--- src/rtl/pipe_ctrl.sv ---
// Pipeline control: stall/flush/freeze enables for a 5-stage pipe, with
// saturating event counters, memory-wait timeout and load-use guard flags.
module pipe_ctrl #(
  parameter int unsigned CNT_W    = 32,
  parameter int unsigned MAX_WAIT = 255
) (
  input  logic             clk,
  input  logic             rst,
  input  logic             stall_req,
  input  logic             branch_taken,
  input  logic             dmem_busy,
  input  logic             clr_cnt,
  output logic             pc_en,
  output logic             if_id_en,
  output logic             id_ex_en,
  output logic             ex_mem_en,
  output logic             if_id_flush,
  output logic             id_ex_flush,
  output logic             mem_wb_flush,
  output logic [CNT_W-1:0] stall_cnt,
  output logic [CNT_W-1:0] flush_cnt,
  output logic [CNT_W-1:0] freeze_cnt,
  output logic             mem_timeout,
  output logic             lu_viol
);

  localparam int unsigned WAIT_W = (MAX_WAIT < 1) ? 1 : $clog2(MAX_WAIT + 1);
  localparam logic [WAIT_W-1:0] WAIT_MAX = WAIT_W'(MAX_WAIT);

  typedef enum logic [1:0] {RUN, LU, MW} state_t;

  state_t            state;
  state_t            state_nxt;
  logic [WAIT_W-1:0] wait_cnt;
  logic              do_freeze;
  logic              do_redirect;
  logic              do_stall;
  logic              do_guard;

  // Rule priority: freeze > redirect > stall/guard > normal; rst overrides all.
  always_comb begin
    do_freeze   = dmem_busy;
    do_redirect = !dmem_busy && branch_taken;
    do_stall    = !dmem_busy && !branch_taken && stall_req && (state != LU);
    do_guard    = !dmem_busy && !branch_taken && stall_req && (state == LU);

    pc_en        = 1'b1;
    if_id_en     = 1'b1;
    id_ex_en     = 1'b1;
    ex_mem_en    = 1'b1;
    if_id_flush  = 1'b0;
    id_ex_flush  = 1'b0;
    mem_wb_flush = 1'b0;
    state_nxt    = RUN;

    if (rst) begin
      pc_en        = 1'b0;
      if_id_en     = 1'b0;
      id_ex_en     = 1'b0;
      ex_mem_en    = 1'b0;
      if_id_flush  = 1'b1;
      id_ex_flush  = 1'b1;
      mem_wb_flush = 1'b1;
    end else if (do_freeze) begin
      pc_en        = 1'b0;
      if_id_en     = 1'b0;
      id_ex_en     = 1'b0;
      ex_mem_en    = 1'b0;
      mem_wb_flush = 1'b1;
      state_nxt    = MW;
    end else if (do_redirect) begin
      if_id_flush  = 1'b1;
      id_ex_flush  = 1'b1;
    end else if (do_stall) begin
      pc_en        = 1'b0;
      if_id_en     = 1'b0;
      id_ex_flush  = 1'b1;
      state_nxt    = LU;
    end
  end

  always_ff @(posedge clk) begin
    if (rst) begin
      state       <= RUN;
      wait_cnt    <= '0;
      mem_timeout <= 1'b0;
      lu_viol     <= 1'b0;
      stall_cnt   <= '0;
      flush_cnt   <= '0;
      freeze_cnt  <= '0;
    end else begin
      state <= state_nxt;

      if (!dmem_busy) begin
        wait_cnt <= '0;
      end else if (wait_cnt != WAIT_MAX) begin
        wait_cnt <= wait_cnt + WAIT_W'(1);
      end

      if (dmem_busy && (wait_cnt == WAIT_MAX)) begin
        mem_timeout <= 1'b1;
      end
      if (do_guard) begin
        lu_viol <= 1'b1;
      end

      if (clr_cnt) begin
        stall_cnt  <= '0;
        flush_cnt  <= '0;
        freeze_cnt <= '0;
      end else begin
        if (do_stall && (stall_cnt != '1)) begin
          stall_cnt <= stall_cnt + CNT_W'(1);
        end
        if (do_redirect && (flush_cnt != '1)) begin
          flush_cnt <= flush_cnt + CNT_W'(1);
        end
        if (do_freeze && (freeze_cnt != '1)) begin
          freeze_cnt <= freeze_cnt + CNT_W'(1);
        end
      end
    end
  end

endmodule

--- config.mk ---
export PLATFORM = sky130hd
export DESIGN_NAME = pipe_ctrl
export DESIGN_NICKNAME = d
export VERILOG_FILES = /design/src/rtl/pipe_ctrl.sv
export SDC_FILE = /design/constraint.sdc
export NUM_CORES = 1
export LEC_CHECK = 0
export BUFFER_PORTS_ARGS = -buffer_cell sky130_fd_sc_hd__buf_2
export CORE_AREA = 2 2 87 122
export CTS_CLUSTER_SIZE = 12
export DETAILED_ROUTE_END_ITERATION = 8
export DIE_AREA = 0 0 89 124
export HOLD_SLACK_MARGIN = 0.02
export PLACE_DENSITY_LB_ADDON = 0.3
export SYNTH_ARGS = -nofsm -noshare
export SYNTH_HDL_FRONTEND = slang
export SYNTH_SLANG_ARGS = --single-unit
--- constraint.sdc ---
create_clock -name clk -period 2.7 [get_ports clk]
set_input_delay 0.405 -clock clk [delete_from_list [all_inputs] [get_ports clk]]
set_output_delay 0.405 -clock clk [all_outputs]
set_load 0.05 [all_outputs]
[Word-level counts from Yosys, hierarchy flattened]
Cells that the tools add are included.
Storage, ports and cells
  flip-flop bits (word level): 108
  bits of input ports: 6
  output and inout port bits: 105
  logic and storage cells: 52
Operators by class
  add/sub/neg operators: 4
  equal/unequal tests: 7
  muxes and demuxes: 18
  bitwise logic cells: 1
  reduce and logical (&&, ||, !) cells: 14
Operator list (count)
  32-bit by 1-bit adder with 32-bit output (second input constant): 3
  32-bit inequality test (second input constant): 3
  1-bit 2-to-1 mux: 17
  1-bit logical AND: 9
  8-bit by 1-bit adder with 8-bit output (second input constant): 1
  8-bit equality test (second input constant): 1
  8-bit inequality test (second input constant): 1
  2-bit OR reduction: 2
  3-bit OR reduction: 1
  2-bit by 1-bit equality test with 1-bit output (second input constant): 1
  1-bit zero test: 2
  2-bit 2-to-1 mux: 1
  2-bit by 1-bit inequality test with 1-bit output (second input constant): 1
  1-bit NOT: 1

[Longest topological paths before layout]
  depth after elaboration: 8
  mapped depth: 8
  depth with buffers taken out: 6

[Least setup slack after synthesis]
No wires, ideal clock.
  kind: input port to output port
  start: input dmem_busy
  end: output pc_en
  arrival: 3081 ps
  data required time: 2295 ps
  slack: -786 ps
  cell stages on the path: 5
  path buffers: 2
  cell sequence: clkbuf_1 -> nor2_1 -> inv_1 -> a21oi_1 -> buf_4
Between the ends
  word-level cells in the longest chain between the ends: 8
  elaborated cells on any way between the ends: 9
  classes of those cells: 4 x mux; 5 x reduce/logical
RTL lines
  from (decl): RTL line 11  | input logic dmem_busy,
  1-bit zero test
  1-bit logical AND (3 in series): RTL line 44  | do_stall = !dmem_busy && !branch_taken && stall_req && (state != LU);
  1-bit 2-to-1 mux (2 in series)
  1-bit 2-to-1 mux (*) (2 in series)
  to (decl): RTL line 13  | output logic pc_en,
Every way passes the cells marked *; elsewhere a longest branch is shown, timed or not.

[Worst setup path in the final report]
  start: register stall_cnt[0]
  end: register stall_cnt[28]
Between the ends
  word-level cells in the longest chain between the ends: 2
  elaborated cells on any way between the ends: 3
  classes of those cells: 1 x add/sub; 1 x eq/ne; 1 x reduce/logical
RTL lines
  from (decl): RTL line 20  | output logic [CNT_W-1:0] stall_cnt,
  from (signal assigned): RTL line 113  | stall_cnt <= stall_cnt + CNT_W'(1);
  branches (longest 2 deep; another with 32-bit by 1-bit adder with 32-bit output)
Parallel ways; which one is timed is not known.
A chain may end at the register's enable or synchronous reset.

==> impl_metrics.ini <==
[cts]
clock_latency_ps = 350
hold_buffers = 0
cts_buffer_depth = 2
htreeDepth = 3
cts_tree = built
cts_resized = 0
root_buffer = clkbuf_16
clk_pin_slew_worst_paths_ps = 70
numCtsBuffers = 9
post_cts_buffers = 0
clkSinkCount = 108

[placed_design]
numPortBuffers = 110
gp_congestion = 0.873
dp_hpwl_mm = 10.3

[timing]
finalHoldViolCount = 0
slew_headroom_pct = 30.9
finClkSkew_ps = 8.92
tightest_slew_ps = 1030
slew_viol_final = 0
fin_tns_setup_ps = 0
setup_viol = 0
period_share_pct = 91.3
post-route-min-period_ps = 2470
rsz0062_at_grt = false
fmax_mhz = 406

[hold_path]
min_to = lu_viol
hold_start = rst
min_path_type = in2reg
hold_depth = 2

[job]
cap_violations = 0

[synth]
syn_nets = 660
synth_most_common_cell = dfxtp_1
yosysWarnings = 0
synth_top_area_share_pct = 40.5
syn_area_mm2 = 0.00534
ys_ff_latch = 108
synth_top_area_cell = dfxtp_1
syn_avg_cell_area_um2 = 8.22
ys_top_cells_by_count = dfxtp_1, nor2_1, a21oi_1, nand2_1, or3_1
ys_seq_area_share_pct = 40.5
synthDistinctLibCells = 51
async_flop_share_pct = 0
postSynthCellCount = 650
synth_edf_count = 0
ys_top_cells_by_area = dfxtp_1, a21oi_1, or3_1
synth-main-ff-cell = dfxtp_1

[global_route]
grt_pass1_vias = 4930
track_usage_pct = 25.5
overflow = 0
grt_pass1_wl_mm = 22.5
grt_max_degree = 46
grt_antenna_before_repair = 0

[routing]
via_per_inst = 6.10
drc_errors = 0
dr_total_vias = 5481
postRouteAntennaNets = 0
drtIter0Drc = 332
routed_wl_mm = 14.2
drt-pass1-iter-count = 5
wl_per_cell_um = 15.8

[status]
outcome = finished clean

[setup_path]
cp-end-kind = register
worstSetupStartpointType = register
crit_type = reg2reg
worstReg2RegEnd = stall_cnt[28]
crit-reg2reg-launch = stall_cnt[0]
cp_max_fo = 8
reg2reg_depth = 6
crit_arrival_ps = 2750
reg2reg_slack_ps = 230
required_ps = 2980

[final_layout]
nFillCells = 904
layout-drive-gt1-share_pct = 20.7
antenna_cells = 0
final_core_util_pct = 64.7
area_growth_pct = 19.9
layout.nets = 769

[floorplan]
row_count = 43
fp.dieArea_mm2 = 0.0110
io_pins = 111
core_area_mm2 = 0.00990
initial_core_util_pct = 54.0
fp.dieH_um = 124
die_w_um = 89

[power_and_ir_drop]
p_per_area_mw_per_mm2 = 490
p_leak_nw = 2.36
peakVddDrop_mv = 0.355
==> cell usage in the layout (no fill, tap or decap), drive strengths merged, types with 6 or more instances in the layout <==
master | Yosys | layout
dfxtp | 108 | 108
nand3 | 33 | 33
buf | 8 | 127
a211oi | 9 | 9
mux2i | 8 | 8
clkbuf | 21 | 10
nand4 | 36 | 36
and3 | 11 | 11
xnor2 | 22 | 22
xor2 | 7 | 7
and4 | 14 | 14
or3 | 37 | 37
nor4 | 13 | 13
a31oi | 12 | 12
o21ai | 32 | 32
nand2 | 54 | 54
nor2 | 61 | 61
a41o | 6 | 6
a21oi | 57 | 57
or4 | 24 | 24
nor3 | 8 | 8
inv | 12 | 14
o31ai | 19 | 19
==> worst max path at each step <==
stage / from / to / slack, ps
6_report: stall_cnt[0] / stall_cnt[28] / 230
5_1_grt: stall_cnt[0] / stall_cnt[28] / 140
4_1_cts: stall_cnt[0] / stall_cnt[28] / 240
3_5_place_dp: branch_taken / stall_cnt[19] / 230
3_3_place_gp: branch_taken / stall_cnt[25] / 320
2_1_floorplan: dmem_busy / pc_en / 90
==> critical path, cell delays in order (launching register included) <==
cell and delay, ps:
dfxtp_2 370, ha_1 270, nand4_4 170, or4_1 650, or4_4 470, or3_1 310, a21oi_1 150
==> where the power goes <==
group	total [mW]	switching, mW	internal, mW
Combinational	0.119	0.0901	0.0287
Sequential	1.60	0.00527	1.60
Clock	1.42	0.602	0.815
Total	3.14	0.697	2.44
==> through the flow <==
| step | std cells | cell area, um2 | total power [mW] | hold WS [ps] | setup WS (ps) |
|---|---|---|---|---|---|
| global route | 898 | 6400 | 3.24 | 424 | 142 |
| floorplan | 650 | 5360 | 1.72 | 472 | 85.0 |
| finish | 898 | 6400 | 3.14 | 396 | 235 |
| detailed placement | 883 | 6090 | 1.76 | 479 | 232 |
| CTS | 898 | 6400 | 3.15 | 378 | 241 |
| global placement | 883 | 6090 | 1.75 | 466 | 320 |
==> cell type report <==
type	instances	area, um2	share of cell area (%)
tap	135	169	2.64
clock inverter	5	85.1	1.33
timing repair buffer	127	678	10.6
inverter	12	45.0	0.703
clock buffer	10	229	3.57
sequential	108	2160	33.8
multi-input combinational	501	3030	47.4
==> sequential cells by signal (all words and copies together) (netlist names) <==
| name | cells |
|---|---|
| flush_cnt | 32 |
| freeze_cnt | 32 |
| stall_cnt | 32 |
| wait_cnt | 8 |
| state | 2 |
| lu_viol | 1 |
| mem_timeout | 1 |
==> metal layers <==
layer	vias to the layer above	share of wire (%)	track usage (%)	wire length (um)
li1	2672	-	-	-
met1	2611	41	29.7	5810
met2	180	52	45.4	7350
met3	18	5.8	5.24	825
met4	0	1.6	9.70	229
met5	-	0	0	0
==> kinds of logic (layout without fill, tap and decap cells) <==
family / after synthesis / in the layout / synth area share (%)
XOR/XNOR: 29 / 29 / 4.75
AO/OA/AOI/OAI: 149 / 149 / 16.9
multiplexers: 8 / 8 / 1.50
buffers and inverters: 41 / 154 / 3.14
flip-flops: 108 / 108 / 40.5
adder cells (fa/ha/maj): 4 / 4 / 0.937
AND/OR/NAND/NOR: 311 / 311 / 32.3
(Power assumes the default switching activity.)
